==> src/rtl/cmp_stream_packer.sv <==
// Predicate comparator front-end: registers operand beats, evaluates the selected
// predicate and packs results LSB-first into mask words. Optional CMP_PACK_STATS_EN adds handoff counters.
module cmp_stream_packer #(
  parameter int N = 8,
  parameter int PACK = 8,
  localparam int CW = $clog2(PACK + 1)
) (
  input  logic            clk,
  input  logic            rst,
  input  logic            in_valid,
  output logic            in_ready,
  input  logic [2:0]      in_sel,
  input  logic [N-1:0]    in_a,
  input  logic [N-1:0]    in_b,
  input  logic            in_last,
  output logic            out_valid,
  input  logic            out_ready,
  output logic [PACK-1:0] out_mask,
  output logic [CW-1:0]   out_len,
  output logic [CW-1:0]   out_count,
  output logic            out_last
`ifdef CMP_PACK_STATS_EN
  ,
  output logic [15:0]     stat_words,
  output logic [15:0]     stat_true
`endif
);

  localparam int IW = (PACK > 1) ? $clog2(PACK) : 1;

  logic            s1_valid_reg;
  logic [2:0]      s1_sel_reg;
  logic [N-1:0]    s1_a_reg;
  logic [N-1:0]    s1_b_reg;
  logic            s1_last_reg;

  logic [PACK-1:0] acc_reg;
  logic [IW-1:0]   idx_reg;
  logic [CW-1:0]   pop_reg;

  logic            out_valid_reg;
  logic [PACK-1:0] out_mask_reg;
  logic [CW-1:0]   out_len_reg;
  logic [CW-1:0]   out_count_reg;
  logic            out_last_reg;

  logic            result;
  logic            completes;
  logic            s1_advance;
  logic [PACK-1:0] merged;
  logic [CW-1:0]   pop_next;
  logic [CW-1:0]   len_next;

  always_comb begin
    result = 1'b0;
    case (s1_sel_reg)
      3'd0: result = 1'b0;
      3'd1: result = 1'b1;
      3'd2: result = (s1_a_reg == s1_b_reg);
      3'd3: result = (s1_a_reg != s1_b_reg);
      3'd4: result = (s1_a_reg >= s1_b_reg);
      3'd5: result = (s1_a_reg <= s1_b_reg);
      3'd6: result = (s1_a_reg <  s1_b_reg);
      default: result = (s1_a_reg > s1_b_reg);
    endcase
  end

  // Only a completing beat needs room in OUT; all others can always advance.
  assign completes  = (idx_reg == IW'(PACK - 1)) || s1_last_reg;
  assign s1_advance = s1_valid_reg && (!completes || !out_valid_reg || out_ready);
  assign in_ready   = !s1_valid_reg || s1_advance;

  assign pop_next = pop_reg + CW'(result);
  assign len_next = CW'(idx_reg) + CW'(1);

  // Bits above the fill index are forced to zero so partial words are clean.
  generate
    for (genvar gi = 0; gi < PACK; gi++) begin : g_merge
      assign merged[gi] = (gi == int'(idx_reg)) ? result :
                          ((gi < int'(idx_reg)) ? acc_reg[gi] : 1'b0);
    end
  endgenerate

  always_ff @(posedge clk) begin
    if (rst) begin
      s1_valid_reg  <= 1'b0;
      s1_sel_reg    <= '0;
      s1_a_reg      <= '0;
      s1_b_reg      <= '0;
      s1_last_reg   <= 1'b0;
      acc_reg       <= '0;
      idx_reg       <= '0;
      pop_reg       <= '0;
      out_valid_reg <= 1'b0;
      out_mask_reg  <= '0;
      out_len_reg   <= '0;
      out_count_reg <= '0;
      out_last_reg  <= 1'b0;
    end else begin
      if (in_valid && in_ready) begin
        s1_valid_reg <= 1'b1;
        s1_sel_reg   <= in_sel;
        s1_a_reg     <= in_a;
        s1_b_reg     <= in_b;
        s1_last_reg  <= in_last;
      end else if (s1_advance) begin
        s1_valid_reg <= 1'b0;
      end

      if (s1_advance && completes) begin
        out_valid_reg <= 1'b1;
        out_mask_reg  <= merged;
        out_len_reg   <= len_next;
        out_count_reg <= pop_next;
        out_last_reg  <= s1_last_reg;
        acc_reg       <= '0;
        idx_reg       <= '0;
        pop_reg       <= '0;
      end else begin
        if (out_valid_reg && out_ready) begin
          out_valid_reg <= 1'b0;
        end
        if (s1_advance) begin
          acc_reg <= merged;
          idx_reg <= idx_reg + IW'(1);
          pop_reg <= pop_next;
        end
      end
    end
  end

  assign out_valid = out_valid_reg;
  assign out_mask  = out_mask_reg;
  assign out_len   = out_len_reg;
  assign out_count = out_count_reg;
  assign out_last  = out_last_reg;

`ifdef CMP_PACK_STATS_EN
  logic [15:0] stat_words_reg;
  logic [15:0] stat_true_reg;
  logic [16:0] true_sum;

  assign true_sum = {1'b0, stat_true_reg} + 17'(out_count_reg);

  always_ff @(posedge clk) begin
    if (rst) begin
      stat_words_reg <= '0;
      stat_true_reg  <= '0;
    end else if (out_valid_reg && out_ready) begin
      if (stat_words_reg != 16'hFFFF) begin
        stat_words_reg <= stat_words_reg + 16'd1;
      end
      stat_true_reg <= true_sum[16] ? 16'hFFFF : true_sum[15:0];
    end
  end

  assign stat_words = stat_words_reg;
  assign stat_true  = stat_true_reg;
`endif

endmodule

==> config.mk <==
export PLATFORM = sky130hd
export DESIGN_NAME = cmp_stream_packer
export DESIGN_NICKNAME = d
export VERILOG_FILES = /design/src/rtl/cmp_stream_packer.sv
export SDC_FILE = /design/constraint.sdc
export NUM_CORES = 1
export LEC_CHECK = 0
export ABC_AREA = 1
export BUFFER_PORTS_ARGS = -buffer_cell sky130_fd_sc_hd__clkbuf_2
export CAP_MARGIN = 20
export CORE_UTILIZATION = 55
export DETAILED_ROUTE_END_ITERATION = 10
export HOLD_SLACK_MARGIN = 0.08
export PLACE_DENSITY = 0.78
export SYNTH_ARGS = -nofsm -noshare
export SYNTH_HDL_FRONTEND = slang
export SYNTH_SLANG_ARGS = --single-unit
==> constraint.sdc <==
create_clock -name clk -period 2.5 [get_ports clk]
set_input_delay 0.25 -clock clk [delete_from_list [all_inputs] [get_ports clk]]
set_output_delay 0.25 -clock clk [all_outputs]
set_load 0.05 [all_outputs]
==> summary.md <==
| Metric | Value |
|---|---|
| Largest net degree at the start of global routing | 32 |
| Max frequency | 435 MHz |
| Initial Util | 57.4% |
| First-pass GRT wire length | 8450 um |
| Drt first-iter violations | 96 |
| Largest family of logic cells by synthesized area | simple AND/OR/NAND/NOR gates |
| Reg area | 1060 um2 |
| Post-detailed-route wirelength per cell | 11.2 um |
| Number of fill cells | 385 |
| Post-Syn Nets | 373 |
| Startpoint Class | register |
| Die X | 69.4 um |
| Hold Vio Cnt, Final | 0 |
| IO buf count | 42 |
| Worst Hold Depth | 2 |
| Period utilisation layout | 91.9% |
| Final Hold Slack | 0.163 ns |
| P_int | 1.30 mW |
| NetSw | 459 uW |
| Final Slew Violations | 0 |
| Post-synth top flop | dfxtp_1 |
| Placer Congestion | 0.877 |
| MaxCap Viol Count | 0 |
| Multi-input gate area | 1240 um2 |
| Slew @ Worst Pin | 0.409 ns |
| Clk pwr share | 34.2% |
| Aggregate global-route resource usage | 21.7% |
| Maximum vdd ir drop | 0.386 mV |
| Rel. slew slack | 72.7% |
| Critical path type | register to register |
| Hold endpoint | s1_valid_reg |
| Post-Synth XOR/XNOR Area | 0.701% |
| Min-Delay Path Class | input port to register |
| Clock latency on the worst-skew pair | 0.31 ns |
| Worst r2r src | s1_b_reg[3] |
| Util after Layout | 66.6% |
| Avg Synthesized Cell Area | 7.51 um2 |
| Post-Syn Area | 2500 um2 |
| Worst-case reg-to-reg path depth | 15 |
| Final min period | 2.30 ns |
| Final wirelength | 4830 um |
| Leak | 1.48 nW |
| Clock sink count | 53 |
| Die area | 4820 um2 |
| Mux cell area share after synthesis | 0% |
| Reg-to-reg endpoint | out_count[2] |
| Final WS setup | 0.204 ns |
| GRT Residual Overflow | 0 |
| Netlist cell types | 29 |
| Area leader, netlist | dfxtp_1 |
| Routed vias | 2195 |
| Gate Count Post-Synth | 333 |
| Clk_skew | 0.0101 ns |
| Largest cells by area after synthesis | dfxtp_1, nand2_1, ha_1, nor2_1, inv_1 |
| Seq cells post-synth | 53 |
| Vias in the first global route | 1956 |
| Synth async-reset ratio | 0% |
| Clock transition at path regs | 0.10 ns |
| Reg power frac | 51.4% |
| Initial antenna violation count | 0 |
| Final Cell Area | 2900 um2 |
| Endpoint class of the critical path | register |
| Sequential-to-total area share from yosys stat | 42.4% |
| Hold_sp | rst |
| H-tree depth | 2 |
| Boundary Pins | 43 |
| Area after DPL | 2740 um2 |
| Cell Rows | 24 |
| Finished Layout Cells | 431 |
| Proportion of power drawn by combinational gates | 14.4% |
| Placed Cells | 421 |
| Clock buffer depth | 2 |
| Post-DP HPWL | 3450 um |
| Die Y | 69.4 um |
| Drt via density | 5.09 |
| Post-synth top area share | 42.4% |
| Count leader, synth | nand2_1 |
| Pre-antenna DRT Iters | 4 |
| P&R area growth vs syn | 15.9% |
| Req. time, crit path | 2.72 ns |
| Worst Path Arrival | 2.51 ns |
| Post-Synth Adder-Cell Area | 8.01% |
| Sw Share | 26.0% |
| Antenna Violating Nets Remaining | 0 |
| Max Fanout on Critical Path | 2 |
| Dpl ws | 0.0931 ns |
| DR DRC count | 0 |
| Post-synth EDFFs | 0 |
| CORE AREA | 4350 um2 |
| Proportion of layout cells with a drive suffix above 1 | 19.5% |
| ANT cells | 0 |
| Nets@finish | 418 |
| Flop-to-flop setup slack | 0.20 ns |
| Top cells by count, synth | nand2_1, dfxtp_1, nor2_1 |
| Setup violators final | 0 |
| Warnings from Yosys | 0 |
| Simple-Gate Fraction of Synth Area | 26.9% |
| Root buf cell | clkbuf_8 |
| Post-CTS Hold Buffers | 0 |
| CTS tree | built |
| P per Cell Area | 608 nW/um2 |
| CTS buffer count | 5 |
| Outcome | finished, final reports clean |
| Compound-Gate Fraction of Synth Area | 13.2% |
==> metrics by stage <==
stage | total power [mW] | TNS, ns
2_1_floorplan | 1.10 | 0
3_3_place_gp | 1.15 | 0
3_5_place_dp | 1.16 | 0
4_1_cts | 1.76 | 0
5_1_grt | 1.85 | -0.0342
6_report | 1.76 | 0
==> what timing repair did <==
action,in CTS,in global routing
pin swaps,0,3
gates resized for setup,1,5
buffers inserted,0,2
endpoints found under the setup margin,1,6
==> power by group through the flow <==
stage          registers, mW  logic (mW)  clock network [mW]
2_1_floorplan          0.929       0.171                   0
3_3_place_gp           0.923       0.228                   0
3_5_place_dp           0.924       0.236                   0
4_1_cts                0.905       0.238               0.617
5_1_grt                0.909       0.295               0.644
6_report               0.905       0.254               0.602
==> cell usage in the layout, fill, tap and decap left out, drive strengths merged <==
| cell type | instances |
|---|---|
| o2111ai | 1 |
| xor2 | 2 |
| a22o | 5 |
| or2 | 1 |
| nor2 | 43 |
| clkbuf | 48 |
| dfxtp | 53 |
| nand4 | 3 |
| o21ai | 27 |
| nand3 | 25 |
| bufinv | 1 |
| buf | 7 |
| o221ai | 1 |
| nor3 | 1 |
| clkinvlp | 1 |
| clkinv | 1 |
| nand3b | 1 |
| nand2 | 80 |
| a21oi | 23 |
| ha | 16 |
| inv | 38 |
| a21o | 1 |
==> worst max-delay path by stage <==
stage | endpoint | slack [ns] | cells past startpoint | start
5_1_grt | pop_reg[2] | -0.03 | 18 | s1_b_reg[3]
6_report | out_count[2] | 0.20 | 15 | s1_b_reg[3]
2_1_floorplan | out_count[2] | 0.29 | 13 | s1_b_reg[7]
3_5_place_dp | out_count[2] | 0.09 | 15 | s1_b_reg[3]
4_1_cts | out_count[2] | 0.05 | 15 | s1_b_reg[3]
3_3_place_gp | out_count[2] | 0.20 | 15 | s1_b_reg[3]
==> kinds of logic (layout without fill, tap and decap cells) <==
logic type                 Yosys count  in the layout
and+or+nand+nor                    154            154
buffers and inverters               50             96
DFF                                 53             53
AOI/OAI and AO/OA                   58             58
xor gates and xnor gates             2              2
adders and majority gates           16             16
==> cell type report <==
class | count | share of cell area (%)
multi-input combinational | 230 | 42.8
sequential | 53 | 36.6
timing repair buffer | 49 | 9.07
inverter | 39 | 5.14
clock buffer | 6 | 2.85
tap | 52 | 2.25
clock inverter | 2 | 1.30
==> metal layers <==
| metal | share of wire [%] | GRT usage [%] | wire (um) | vias up |
|---|---|---|---|---|
| li1 | - | - | - | 1163 |
| met1 | 50 | 28.7 | 2430 | 981 |
| met2 | 44 | 34.3 | 2120 | 43 |
| met3 | 4.2 | 5.96 | 205 | 8 |
| met4 | 1.5 | 6.80 | 71 | 0 |
| met5 | 0 | 0 | 0 | - |
==> worst max-delay path, stage by stage (launching register included) <==
cell and delay [ns]:
dfxtp_1 0.32, inv_1 0.06, ha_1 0.31, nand2_2 0.07
nor2_2 0.12, nand4_1 0.13, nand2_1 0.08, nand2_1 0.05
nand2_1 0.09, nand3_4 0.09, nand2_2 0.07, inv_1 0.04
ha_1 0.20, ha_1 0.20, xor2_1 0.15, a22o_1 0.23
Note: power is estimated with default switching activity, not from simulation.
